--- src/rtl/key_highlight_if.sv ---
// Connects the keyboard decoder and frame timing to the highlight sequencer,
// and carries the highlight levels back out to the image renderer.
interface key_highlight_if;
  logic       key_valid;
  logic [2:0] key_code;
  logic       frame_tick;
  logic       clear;
  logic       aI;
  logic       bI;
  logic       cI;
  logic       dI;
  logic       upI;
  logic       downI;
  logic       leftI;
  logic       rightI;
  logic       busy;

  modport master (
    output key_valid, key_code, frame_tick, clear,
    input  aI, bI, cI, dI, upI, downI, leftI, rightI, busy
  );

  modport slave (
    input  key_valid, key_code, frame_tick, clear,
    output aI, bI, cI, dI, upI, downI, leftI, rightI, busy
  );
endinterface

--- src/rtl/key_highlight_ctrl.sv ---
// Frame-synchronous keypad highlight sequencer: key events are collected during
// a frame and committed on frame_tick, then each highlight is held for HOLD_FRAMES frames.
module key_highlight_ctrl #(
  parameter int unsigned HOLD_FRAMES = 15,
  parameter int unsigned CNT_W       = 8
) (
  input logic           clk,
  input logic           reset,
  key_highlight_if.slave bus
);

  localparam logic [CNT_W-1:0] HOLD = CNT_W'(HOLD_FRAMES);
  localparam logic [CNT_W-1:0] ONE  = CNT_W'(1);

  logic [3:0]       r_pend,   w_pend_nxt;
  logic [CNT_W-1:0] r_cnt [4];
  logic [CNT_W-1:0] w_cnt_nxt [4];
  logic             r_apend,  w_apend_nxt;
  logic [1:0]       r_acode,  w_acode_nxt;
  logic [1:0]       r_aid,    w_aid_nxt;
  logic [CNT_W-1:0] r_acnt,   w_acnt_nxt;
  logic [3:0]       r_letter, w_letter_nxt;
  logic [3:0]       r_arrow,  w_arrow_nxt;
  logic             r_busy,   w_busy_nxt;

  logic             w_letter_key;
  logic             w_arrow_key;
  logic [3:0]       w_pend_eff;
  logic             w_apend_eff;
  logic [1:0]       w_acode_eff;

  assign w_letter_key = bus.key_valid & ~bus.key_code[2];
  assign w_arrow_key  = bus.key_valid &  bus.key_code[2];

  // NOTE: combinational logic uses blocking '=' and assigns every output a
  // default first, so no path can leave a signal unassigned and infer a latch.
  always_comb begin
    // A key arriving in the same cycle as frame_tick joins that commit.
    w_pend_eff = r_pend;
    if (w_letter_key) w_pend_eff[bus.key_code[1:0]] = 1'b1;
    w_apend_eff = r_apend | w_arrow_key;
    w_acode_eff = w_arrow_key ? bus.key_code[1:0] : r_acode;

    w_pend_nxt  = w_pend_eff;
    w_apend_nxt = w_apend_eff;
    w_acode_nxt = w_acode_eff;
    w_aid_nxt   = r_aid;
    w_acnt_nxt  = r_acnt;
    for (int i = 0; i < 4; i++) w_cnt_nxt[i] = r_cnt[i];

    if (bus.clear) begin
      w_pend_nxt  = '0;
      w_apend_nxt = 1'b0;
      w_acode_nxt = '0;
      w_aid_nxt   = '0;
      w_acnt_nxt  = '0;
      for (int i = 0; i < 4; i++) w_cnt_nxt[i] = '0;
    end else if (bus.frame_tick) begin
      w_pend_nxt  = '0;
      w_apend_nxt = 1'b0;
      for (int i = 0; i < 4; i++) begin
        if (w_pend_eff[i])        w_cnt_nxt[i] = HOLD;
        else if (r_cnt[i] != '0)  w_cnt_nxt[i] = r_cnt[i] - ONE;
      end
      if (w_apend_eff) begin
        w_aid_nxt  = w_acode_eff;
        w_acnt_nxt = HOLD;
      end else if (r_acnt != '0) begin
        w_acnt_nxt = r_acnt - ONE;
      end
    end

    // Outputs are registered from the next-state values so they move in the
    // same cycle as the counters rather than one cycle later.
    for (int i = 0; i < 4; i++) w_letter_nxt[i] = (w_cnt_nxt[i] != '0);
    w_arrow_nxt = (w_acnt_nxt != '0) ? (4'b0001 << w_aid_nxt) : 4'b0000;
    w_busy_nxt  = |{w_letter_nxt, w_arrow_nxt};
  end

  // NOTE: sequential state uses non-blocking '<=' so every register samples
  // pre-edge values. The counter array is only four entries, so it is reset
  // like any other flop instead of being left to power-up contents.
  always_ff @(posedge clk or negedge reset) begin
    if (!reset) begin
      r_pend   <= '0;
      r_apend  <= 1'b0;
      r_acode  <= '0;
      r_aid    <= '0;
      r_acnt   <= '0;
      r_letter <= '0;
      r_arrow  <= '0;
      r_busy   <= 1'b0;
      for (int i = 0; i < 4; i++) r_cnt[i] <= '0;
    end else begin
      r_pend   <= w_pend_nxt;
      r_apend  <= w_apend_nxt;
      r_acode  <= w_acode_nxt;
      r_aid    <= w_aid_nxt;
      r_acnt   <= w_acnt_nxt;
      r_letter <= w_letter_nxt;
      r_arrow  <= w_arrow_nxt;
      r_busy   <= w_busy_nxt;
      for (int i = 0; i < 4; i++) r_cnt[i] <= w_cnt_nxt[i];
    end
  end

  assign bus.aI     = r_letter[0];
  assign bus.bI     = r_letter[1];
  assign bus.cI     = r_letter[2];
  assign bus.dI     = r_letter[3];
  assign bus.upI    = r_arrow[0];
  assign bus.downI  = r_arrow[1];
  assign bus.leftI  = r_arrow[2];
  assign bus.rightI = r_arrow[3];
  assign bus.busy   = r_busy;

endmodule

--- src/flat_wrapper.sv ---
// flat-port wrapper written by rule: the top's interface ports become plain ports
module key_highlight_ctrl_flat 
#(
  parameter int unsigned HOLD_FRAMES = 15,
  parameter int unsigned CNT_W       = 8
)
  (clk, reset, bus_key_valid, bus_key_code, bus_frame_tick, bus_clear, bus_aI, bus_bI, bus_cI, bus_dI, bus_upI, bus_downI, bus_leftI, bus_rightI, bus_busy);
  key_highlight_if bus_i ();
  input logic clk;
  input logic reset;
  input wire logic [$bits(bus_i.key_valid)-1:0] bus_key_valid;
  input wire logic [$bits(bus_i.key_code)-1:0] bus_key_code;
  input wire logic [$bits(bus_i.frame_tick)-1:0] bus_frame_tick;
  input wire logic [$bits(bus_i.clear)-1:0] bus_clear;
  output wire logic [$bits(bus_i.aI)-1:0] bus_aI;
  output wire logic [$bits(bus_i.bI)-1:0] bus_bI;
  output wire logic [$bits(bus_i.cI)-1:0] bus_cI;
  output wire logic [$bits(bus_i.dI)-1:0] bus_dI;
  output wire logic [$bits(bus_i.upI)-1:0] bus_upI;
  output wire logic [$bits(bus_i.downI)-1:0] bus_downI;
  output wire logic [$bits(bus_i.leftI)-1:0] bus_leftI;
  output wire logic [$bits(bus_i.rightI)-1:0] bus_rightI;
  output wire logic [$bits(bus_i.busy)-1:0] bus_busy;
  assign bus_i.key_valid = bus_key_valid;
  assign bus_i.key_code = bus_key_code;
  assign bus_i.frame_tick = bus_frame_tick;
  assign bus_i.clear = bus_clear;
  assign bus_aI = bus_i.aI;
  assign bus_bI = bus_i.bI;
  assign bus_cI = bus_i.cI;
  assign bus_dI = bus_i.dI;
  assign bus_upI = bus_i.upI;
  assign bus_downI = bus_i.downI;
  assign bus_leftI = bus_i.leftI;
  assign bus_rightI = bus_i.rightI;
  assign bus_busy = bus_i.busy;
  key_highlight_ctrl #(.HOLD_FRAMES(HOLD_FRAMES), .CNT_W(CNT_W)) u_core (.clk(clk), .reset(reset), .bus(bus_i));
endmodule
--- config.mk ---
export PLATFORM = sky130hd
export DESIGN_NAME = key_highlight_ctrl_flat
export DESIGN_NICKNAME = d
export VERILOG_FILES = /design/src/rtl/key_highlight_if.sv /design/src/rtl/key_highlight_ctrl.sv /design/src/flat_wrapper.sv
export SDC_FILE = /design/constraint.sdc
export NUM_CORES = 1
export LEC_CHECK = 0
export ABC_AREA = 1
export BUFFER_PORTS_ARGS = -buffer_cell sky130_fd_sc_hd__buf_2
export CAP_MARGIN = 10
export CELL_PAD_IN_SITES_DETAIL_PLACEMENT = 1
export CELL_PAD_IN_SITES_GLOBAL_PLACEMENT = 1
export CORE_UTILIZATION = 45
export DETAILED_ROUTE_END_ITERATION = 10
export GPL_TIMING_DRIVEN = 0
export PLACE_DENSITY = 0.86
export SYNTH_ARGS = -nofsm -noshare
export SYNTH_HDL_FRONTEND = slang
export SYNTH_SLANG_ARGS = --single-unit
export TNS_END_PERCENT = 100
--- constraint.sdc ---
create_clock -name clk -period 2 [get_ports clk]
set_input_delay 0.1 -clock clk [delete_from_list [all_inputs] [get_ports clk]]
set_output_delay 0.1 -clock clk [all_outputs]
set_load 0.1 [all_outputs]
# Yosys cells after proc, flatten, opt, wreduce, memory -nomap -nowiden
# Index checks and enable logic that the tools add are counted.
# Widths: inputs -> output; s select.
[op_classes] add_sub_neg=5 n_lt_le_gt_ge=2 shifts=1 n_mux=27 bitwise=5 n_reduce_logical=12
[ops] operator="$mux 8" n=12
[ops] operator="$reduce_bool 8->1" n=10
[ops] operator="$mux 32" n=2
[ops] operator="$sub 8x1->8 const B" n=5
[ops] operator="$mux 4" n=4
[ops] operator="$mux 2" n=5
[ops] operator="$reduce_or 8->1" n=1
[ops] operator="$or 4x4->4" n=1
[ops] operator="$shl 1x2->4 const A" n=1
[ops] operator="$lt 2x3->1 const B" n=1
[ops] operator="$mux 1" n=3
[ops] operator="$and 1x1->1" n=2
[ops] operator="$demux 1 s2" n=1
[ops] operator="$ge 2x1->1 const B" n=1
[ops] operator="$logic_and 1x1->1" n=1
[ops] operator="$not 1->1" n=1
[ops] operator="$or 1x1->1" n=1
[word_totals] ff_bits=58 in_bits=8 out_inout_bits=9 word_cells=64

# Longest topological paths before layout
# Gate-level depths: netlist of the first run.
[depth] ltp_word=11 depth_mapped=14 depth_no_buf=14

# Least setup slack after synthesis of the first run
# Ideal clock, no wire load.
[synth_timing] path_kind="register to register" startpoint="register u_core.r_cnt[24] (netlist name)" endpoint="register u_core.r_busy (netlist: u_core.bus.busy)" setup_ns=0.126 t_arrival_ns=1.456 required_ns=1.874 setup_slack_ns=0.418 stages_incl_launch_ff=14 path_buffers=0 period_less_slack_ns=1.582 cell_sequence="dfrtp_1 inv_1 ha_1 nand2_1 nor2_1 nand2_2 nand3_1 nor2_1 nor2_1 nand3_1 nor2_1 nand2_1 nor2_2 nand3_1"
[synth_via] elab_chain_len=7 elab_cells_between_ends=8 classes_between="add/sub (1); mux (4); reduce/logical (3)"
[synth_rtl] item="start, declared" line_no="key_highlight_ctrl.sv:16" source="logic [CNT_W-1:0] r_cnt [4];"
[synth_rtl] item="$sub 8x1->8 or $reduce_bool 8->1 (tied branches)" line_no="key_highlight_ctrl.sv:63" source="else if (r_cnt[i] != '0) w_cnt_nxt[i] = r_cnt[i] - ONE;"
[synth_rtl] item="$mux 8" line_no="key_highlight_ctrl.sv:63"
[synth_rtl] item="$mux 8" line_no="key_highlight_ctrl.sv:62" source="if (w_pend_eff[i]) w_cnt_nxt[i] = HOLD;"
[synth_rtl] item="$mux 32 *" line_no="key_highlight_ctrl.sv:58" source="end else if (bus.frame_tick) begin"
[synth_rtl] item="$mux 32 *" line_no="key_highlight_ctrl.sv:51" source="if (bus.clear) begin"
[synth_rtl] item="$reduce_bool 8->1 *" line_no="key_highlight_ctrl.sv:75" source="for (int i = 0; i < 4; i++) w_letter_nxt[i] = (w_cnt_nxt[i] != '0);"
[synth_rtl] item="via u_core.w_letter_nxt[0]" line_no="key_highlight_ctrl.sv:22" source="logic [3:0] r_letter, w_letter_nxt;"
[synth_rtl] item="$reduce_or 8->1 *" line_no="key_highlight_ctrl.sv:77" source="w_busy_nxt = |{w_letter_nxt, w_arrow_nxt};"
[synth_rtl] item="via u_core.w_busy_nxt" line_no="key_highlight_ctrl.sv:24" source="logic r_busy, w_busy_nxt;"
[synth_rtl] item="end signal, assigned" line_no="key_highlight_ctrl.sv:102" source="r_busy <= w_busy_nxt;"
[synth_rtl] item="end, declared" line_no="key_highlight_ctrl.sv:24"
# The timed path passes the listed nets; every way through them passes the cells marked *.

# Final worst setup path of the first run
# Same ends and word-level chain as after synthesis.

==> impl_results.md, run 1 <==
- Largest net degree at the start of global routing: 33
- Initial DRC Count: between 150 and 200
- Post-DP HPWL: 7296 microns
- FF/Latch Area: 1451 sq um
- CTS tree: done
- Layout Nets: between 500 and 600
- Unique masters post-synth: 30
- DRC: 0
- Power Dens Cells: about 1600 nW/um^2
- Synthesized area per cell: approximately 6.9 sq um
- Sw power: ~3.4 mW
- First-pass GRT wire length: about 17000 microns
- Share of cells above drive strength 1: 15.18%
- Status: finished clean
- Clk buf depth: 2
- # diodes: 0
- Die area: approximately 8600 sq um
- Crit start category: flop
- Initial antenna violation count: 0
- Grt total ovfl: 0
- Final Cycle Share: around 96%
- Register bit count reported by yosys: between 50 and 60
- Worst Setup Path Type: flop to flop
- Yosys warnings: 0
- Routed vias: about 3500
- Port Buf Inserts: 14
- Area delta synth->final: 13.34%
- Final RePlAce weighted congestion: 0.7934
- Die Ht: 92.52 microns
- DR vias/cell: roughly 5
- Remaining antenna violation count: 0
- Fin crit period: slightly below 2 ns
- Placed Instances: between 600 and 700
- GRT Total Usage: between 20% and 30%
- Maxcap violations: 0
- Root buffer cell: clkbuf_8
- Worst slew margin: between 50% and 60%
- Area of the multi-input gates: about 1800 sq um
- Leakage power total: between 2 and 2.5 nW
- Power share of the clock group: ~17%
- Mapped Cells: roughly 540
- Max Clock Skew: 0.01256 ns
- Power share of the combinational group: around 58%
- Final core utilization: a little over half
- Worst EP required: roughly 2.2 ns
- DIE WIDTH: about 93 microns
- Post-synthesis sequential area ratio: between 30% and 40%
- Pint: ~3.4 mW
- Worst Path Arrival: 2.14 ns
- Total power draw: 6.801 mW
- Fin area: 4179 sq um
- Final setup fails: 0
- Latest clock arrival within the worst-skew pair: approximately 0.35 ns
- Fmax: between 500 and 600 MHz
- Synth Cell Area: 3687 sq um
- Reg clk slew, reported paths: roughly 0.070 ns
- Vias in the first global route: around 3700
- RSZ-0062 raised after global routing: yes
- Crit. End Element: flop
- Sw frac: approximately half
- Post-DP Area: just under 4000 sq um
- Hold/Removal Path Class: input port to flop
- Layout Cells excl Fill: around 680
- I/O pin count: 17
- Routed length per instance: 15.42 microns
- Net count after synthesis: 556
- Max Fanout on Critical Path: 4
- Final hold viol count: 0
- Row cnt: 32
- Final wirelength: 10410 microns
- Final hold slack: roughly 0.13 ns
- Max VDD drop: just under 800 uV
- Core area: between 7000 and 8000 sq um
- Tightest Pin Transition: 0.6727 ns
- Initial Utilization: 47.23%
- Filler cells: 1054
- Sequential group share of total power: between 20% and 30%
- CTS buffer count: 9
- Clock Sinks: 58
- Final Slew Violations: 0
- Pre-antenna DRT Iters: 4
- H-tree depth: 3
[kinds of logic after synthesis]
kind of cell	count (synthesis)	synth area share, %
compound gates	33	4.887
xor+xnor	14	3.325
fa+ha+maj	10	3.393
buf+inv	100	11.37
flops	58	39.36
simple gates	323	37.67
[state kept, by name, indices dropped and copies added (netlist names)]
register and count:
u_core.r_apend 1, u_core.r_letter 4, u_core.r_cnt 32, u_core.bus.busy 1, u_core.r_acode 2, u_core.r_aid 2, u_core.r_arrow 4, u_core.r_acnt 8
u_core.r_pend 4
[cells in the mapped netlist]
library cell    n  area (sq um)
inv_8           1         11.26
o21bai_2        1         11.26
buf_2           3         15.01
xnor2_1         1         8.760
buf_4           2         15.01
nand2_2         5         31.28
inv_4           1         6.260
o21bai_1        1         7.510
nand3_1        50         250.2
inv_1          84         315.3
a21oi_1        16         80.08
buf_6           3         33.78
nand3b_1        3         22.52
nor2_8          1         20.02
inv_2           6         22.52
nor2_1         84         315.3
o21ai_0         9         45.04
nand2_1       156         585.6
nor2_4          1         11.26
or2_2           1         6.260
ha_1           10         125.1
o21ai_1         2         10.01
nand2_4         1         11.26
dfrtp_1        58          1451
nand3_2         1         10.01
o211ai_1        1         7.510
nor2_2         15         93.84
o22ai_1         3         18.77
nand4_1         5         31.28
xor2_1         13         113.9
[stage by stage]
step	setup TNS [ns]	setup slack, ns
floorplan	0	0.4182
global placement	0	0.06159
detailed placement	0	0.01488
CTS	0	0.02437
global route	-0.1289	-0.1289
finish	0	0.07840
[power groups by stage]
stage               Sequential, mW  Combinational (mW)  Clock [mW]
finish                        1.77                3.92        1.12
detailed placement            1.78                3.69           0
CTS                           1.76                3.80        1.12
global placement              1.75                3.52           0
global route                  1.80                4.42        1.19
floorplan                     2.09                2.55           0
[area by class of cell]
class / count / share of cell area (%)
buffer: 8 / 1.527
inverter: 92 / 8.503
clock buffer: 11 / 3.623
timing repair buffer: 21 / 3.353
sequential: 58 / 34.73
tap: 102 / 3.054
multi-input combinational: 380 / 44.25
clock inverter: 3 / 0.9581
[repair_timing]
action | 4_1_cts | 5_1_grt
buffers inserted | 0 | 4
pin swaps | 0 | 6
setup endpoints to repair | 1 | 2
gates resized for setup | 3 | 10
hold endpoints to repair | 27 | 0
hold buffers | 2 | 0
[cell usage in the layout (no fill, tap or decap), drive strengths merged]
| cell | n |
|---|---|
| xor2 | 13 |
| bufinv | 1 |
| o22ai | 3 |
| clkbuf | 11 |
| o21bai | 2 |
| inv | 92 |
| clkinv | 2 |
| nand3b | 3 |
| nand2 | 162 |
| buf | 27 |
| dlygate4sd3 | 2 |
| o211ai | 1 |
| a21oi | 16 |
| nand4 | 5 |
| ha | 10 |
| or2 | 1 |
| nand3 | 51 |
| o21ai | 11 |
| xnor2 | 1 |
| dfrtp | 58 |
| nor2 | 101 |
[worst paths after layout]
check | start | to | slack, ns | depth (start not counted)
min in group asynchronous | reset | u_core.r_cnt[7]$_DFF_PN0_ | 0.31 | 2
max in group asynchronous | reset | u_core.r_acnt[2]$_DFF_PN0_ | 1.06 | 3
max reg2reg | u_core.r_cnt[24]$_DFF_PN0_ | u_core.bus.busy$_DFF_PN0_ | 0.08 | 13
min reg2reg | u_core.r_apend$_DFF_PN0_ | u_core.r_apend$_DFF_PN0_ | 0.54 | 2
min | bus_frame_tick | u_core.r_apend$_DFF_PN0_ | 0.13 | 4
max | u_core.r_cnt[24]$_DFF_PN0_ | u_core.bus.busy$_DFF_PN0_ | 0.08 | 13
[critical path, cell delays in order, from the launching register on]
cell	delay, ns
dfrtp_1	0.40
inv_2	0.12
ha_4	0.15
nand2_2	0.05
nor2_2	0.09
nand2_2	0.10
nand3_1	0.11
nand3_1	0.10
nand2_1	0.10
nand2_1	0.08
nor2_1	0.13
nand2_1	0.13
nor2_2	0.14
nand3_1	0.10
[layer usage]
metal  GRT usage [%]  vias up  share of wire (%)
li1                -     1698                  -
met1           32.34     1704                 45
met2           46.17       49                 51
met3           5.747       16                3.0
met4           7.292        0                1.4
met5               0        -                  0
Note: power is estimated with default switching activity, not from simulation.
==> inputs of run 2 (changes only) <==
--- a/config.mk
+++ b/config.mk
@@ -9,8 +9,8 @@
 export BUFFER_PORTS_ARGS = -buffer_cell sky130_fd_sc_hd__buf_2
 export CAP_MARGIN = 10
 export CELL_PAD_IN_SITES_DETAIL_PLACEMENT = 1
-export CELL_PAD_IN_SITES_GLOBAL_PLACEMENT = 1
-export CORE_UTILIZATION = 45
+export CELL_PAD_IN_SITES_GLOBAL_PLACEMENT = 2
+export CORE_UTILIZATION = 35
 export DETAILED_ROUTE_END_ITERATION = 10
 export GPL_TIMING_DRIVEN = 0
 export PLACE_DENSITY = 0.86
==> impl_results.md, run 2 (same netlist as run 1, synthesis figures left out) <==
- Status: finished clean
- Setup TNS: 0 ns
- Initial DRC Count: 79
- Fmax: approximately 540 MHz
- Final hold slack: 0.1352 ns
- Routed vias: between 3000 and 4000
- Die Ht: roughly 100 microns
- Post-DP HPWL: 7466 microns
- Worst Path Arrival: between 2 and 2.5 ns
- Power Dens Cells: 1613 nW/um^2
- DIE WIDTH: between 100 and 150 microns
- Grt total ovfl: 0
- Port Buf Inserts: 14
- Root buffer cell: clkbuf_8
- Pre-CTS setup slack: -0.02920 ns
- Layout Nets: about 590
- CTS tree: done
- Filler cells: between 1000 and 1500
- Final Slew Violations: 0
- Layout Cells excl Fill: just over 700
- Row cnt: 37
- Final wirelength: approximately 9800 microns
- Crit start category: flop
- Hold/Removal Path Class: input port to flop
- Final WS setup: around 0.14 ns
- Initial antenna violation count: 0
- Crit. End Element: flop
- Leakage power total: 2.456 nW
- Largest Register: u_core.r_cnt
- Buf/Inv on CP: 1
- DRC: 0
- Maxcap violations: 0
- Routed length per instance: between 10 and 15 microns
- Area delta synth->final: 15.30%
- Largest net degree at the start of global routing: 38
- DR vias/cell: 4.705
- First-pass GRT wire length: ~17000 microns
- Slowest cell on the critical path: dfrtp_1
- CTS buffer count: 9
- Sw frac: 49.34%
- Latest clock arrival within the worst-skew pair: 0.34 ns
- # diodes: 0
- I/O pin count: 17
- Worst Setup Path Type: flop to flop
- Placed Instances: around 700
- Max VDD drop: a little under 800 uV
- Fin crit period: roughly 1.9 ns
- Die area: between 10000 and 15000 sq um
- Most common cell after layout, fill and taps aside: nand2_1
- Final hold viol count: 0
- Max reg flops: 32
- Top cell family by delay on the critical path: simple AND/OR/NAND/NOR gates
- Final RePlAce weighted congestion: approximately 0.76
- Max Fanout on Critical Path: 4
- Final setup fails: 0
- Remaining antenna violation count: 0
- Reg clk slew, reported paths: 0.07 ns
- Final Cycle Share: a little over 90%
- Max Clock Skew: around 0.0083 ns
- Power share of the combinational group: 56.0%
- Sw power: between 3 and 4 mW
- Sequential group share of total power: about a quarter
- Core area: a little over 10000 sq um
- GRT Total Usage: between 10% and 20%
- Worst EP required: 2.23 ns
- Clock Sinks: 58
- Most frequent cells in the layout: nand2_1, inv_1, nor2_1
- Vias in the first global route: between 3000 and 4000
- Share of cells above drive strength 1: approximately 16%
- Pre-antenna DRT Iters: 4
- Tightest Pin Transition: ~0.53 ns
- Pint: around 3.5 mW
- Initial Utilization: roughly 36%
- CP peak stage delay: ~0.4 ns
- Clk buf depth: 2
- H-tree depth: 3
- CP Cell Sequence: inv_2, ha_1, nand2_1, nor2_1, nand2_2, nand2_2, o21ai_0, nand2_1, nand2_1, nor2_2, nand2_2, nor2_4, nand3_1
- Largest registers: u_core.r_cnt: 32 flops, u_core.r_acnt: 8 flops
- Power share of the clock group: 17.9%
- Worst slew margin: between 60% and 70%
## run 2: repair_timing
item                                    in CTS  in global routing
gates resized for setup                      1                 20
pin swaps                                    0                  5
endpoints found under the hold margin       23                  0
buffers inserted                             0                  2
endpoints found under the setup margin       1                  2
hold buffers                                 2                  0
## run 2: metrics by stage
stage                     util [%]  instance area [sq um]  total power [mW]
after floorplan                  -                   3687             4.631
after global placement       38.22                   3928             5.345
after detailed placement     38.41                   3948             5.476
after CTS                    40.74                   4187             6.762
after global routing         41.37                   4252             7.521
final                        41.37                   4252             6.856
## run 2: worst paths after layout
check	start	to	slack (ns)	cells after the start
max	u_core.r_cnt[24]$_DFF_PN0_	u_core.bus.busy$_DFF_PN0_	0.14	13
min	bus_frame_tick	u_core.r_apend$_DFF_PN0_	0.14	4
max reg2reg	u_core.r_cnt[24]$_DFF_PN0_	u_core.bus.busy$_DFF_PN0_	0.14	13
min reg2reg	u_core.r_apend$_DFF_PN0_	u_core.r_apend$_DFF_PN0_	0.53	2
max in group asynchronous	reset	u_core.r_cnt[28]$_DFF_PN0_	1.14	3
min in group asynchronous	reset	u_core.r_acnt[7]$_DFF_PN0_	0.27	2
## run 2: area by class of cell
| type | instances | area (sq um) | share of cell area [%] |
|---|---|---|---|
| multi-input combinational | 380 | 1867 | 43.91 |
| clock inverter | 5 | 77.57 | 1.825 |
| clock buffer | 11 | 141.4 | 3.325 |
| timing repair buffer | 19 | 125.1 | 2.943 |
| tap | 136 | 170.2 | 4.002 |
| buffer | 8 | 63.81 | 1.501 |
| inverter | 92 | 355.3 | 8.358 |
| sequential | 58 | 1451 | 34.14 |
## run 2: power groups by stage
| stage | clock network [mW] | registers [mW] | logic [mW] |
|---|---|---|---|
| 3_5_place_dp | 0 | 1.78 | 3.69 |
| 5_1_grt | 1.31 | 1.82 | 4.39 |
| 2_1_floorplan | 0 | 2.09 | 2.55 |
| 6_report | 1.23 | 1.78 | 3.84 |
| 3_3_place_gp | 0 | 1.77 | 3.58 |
| 4_1_cts | 1.25 | 1.77 | 3.74 |
## run 2: routing by layer
layer,part of all wire [%],up-vias,track usage [%]
li1,-,1697,-
met1,47,1616,23.33
met2,50,15,34.58
met3,1.6,8,3.306
met4,1.0,0,5.734
met5,0,-,0
## run 2: tightest hold or removal path, delay by kind of cell
kind	cells	cell delay, ns
buf+inv	2	0.18
simple gates	1	0.09
compound gates	1	0.08
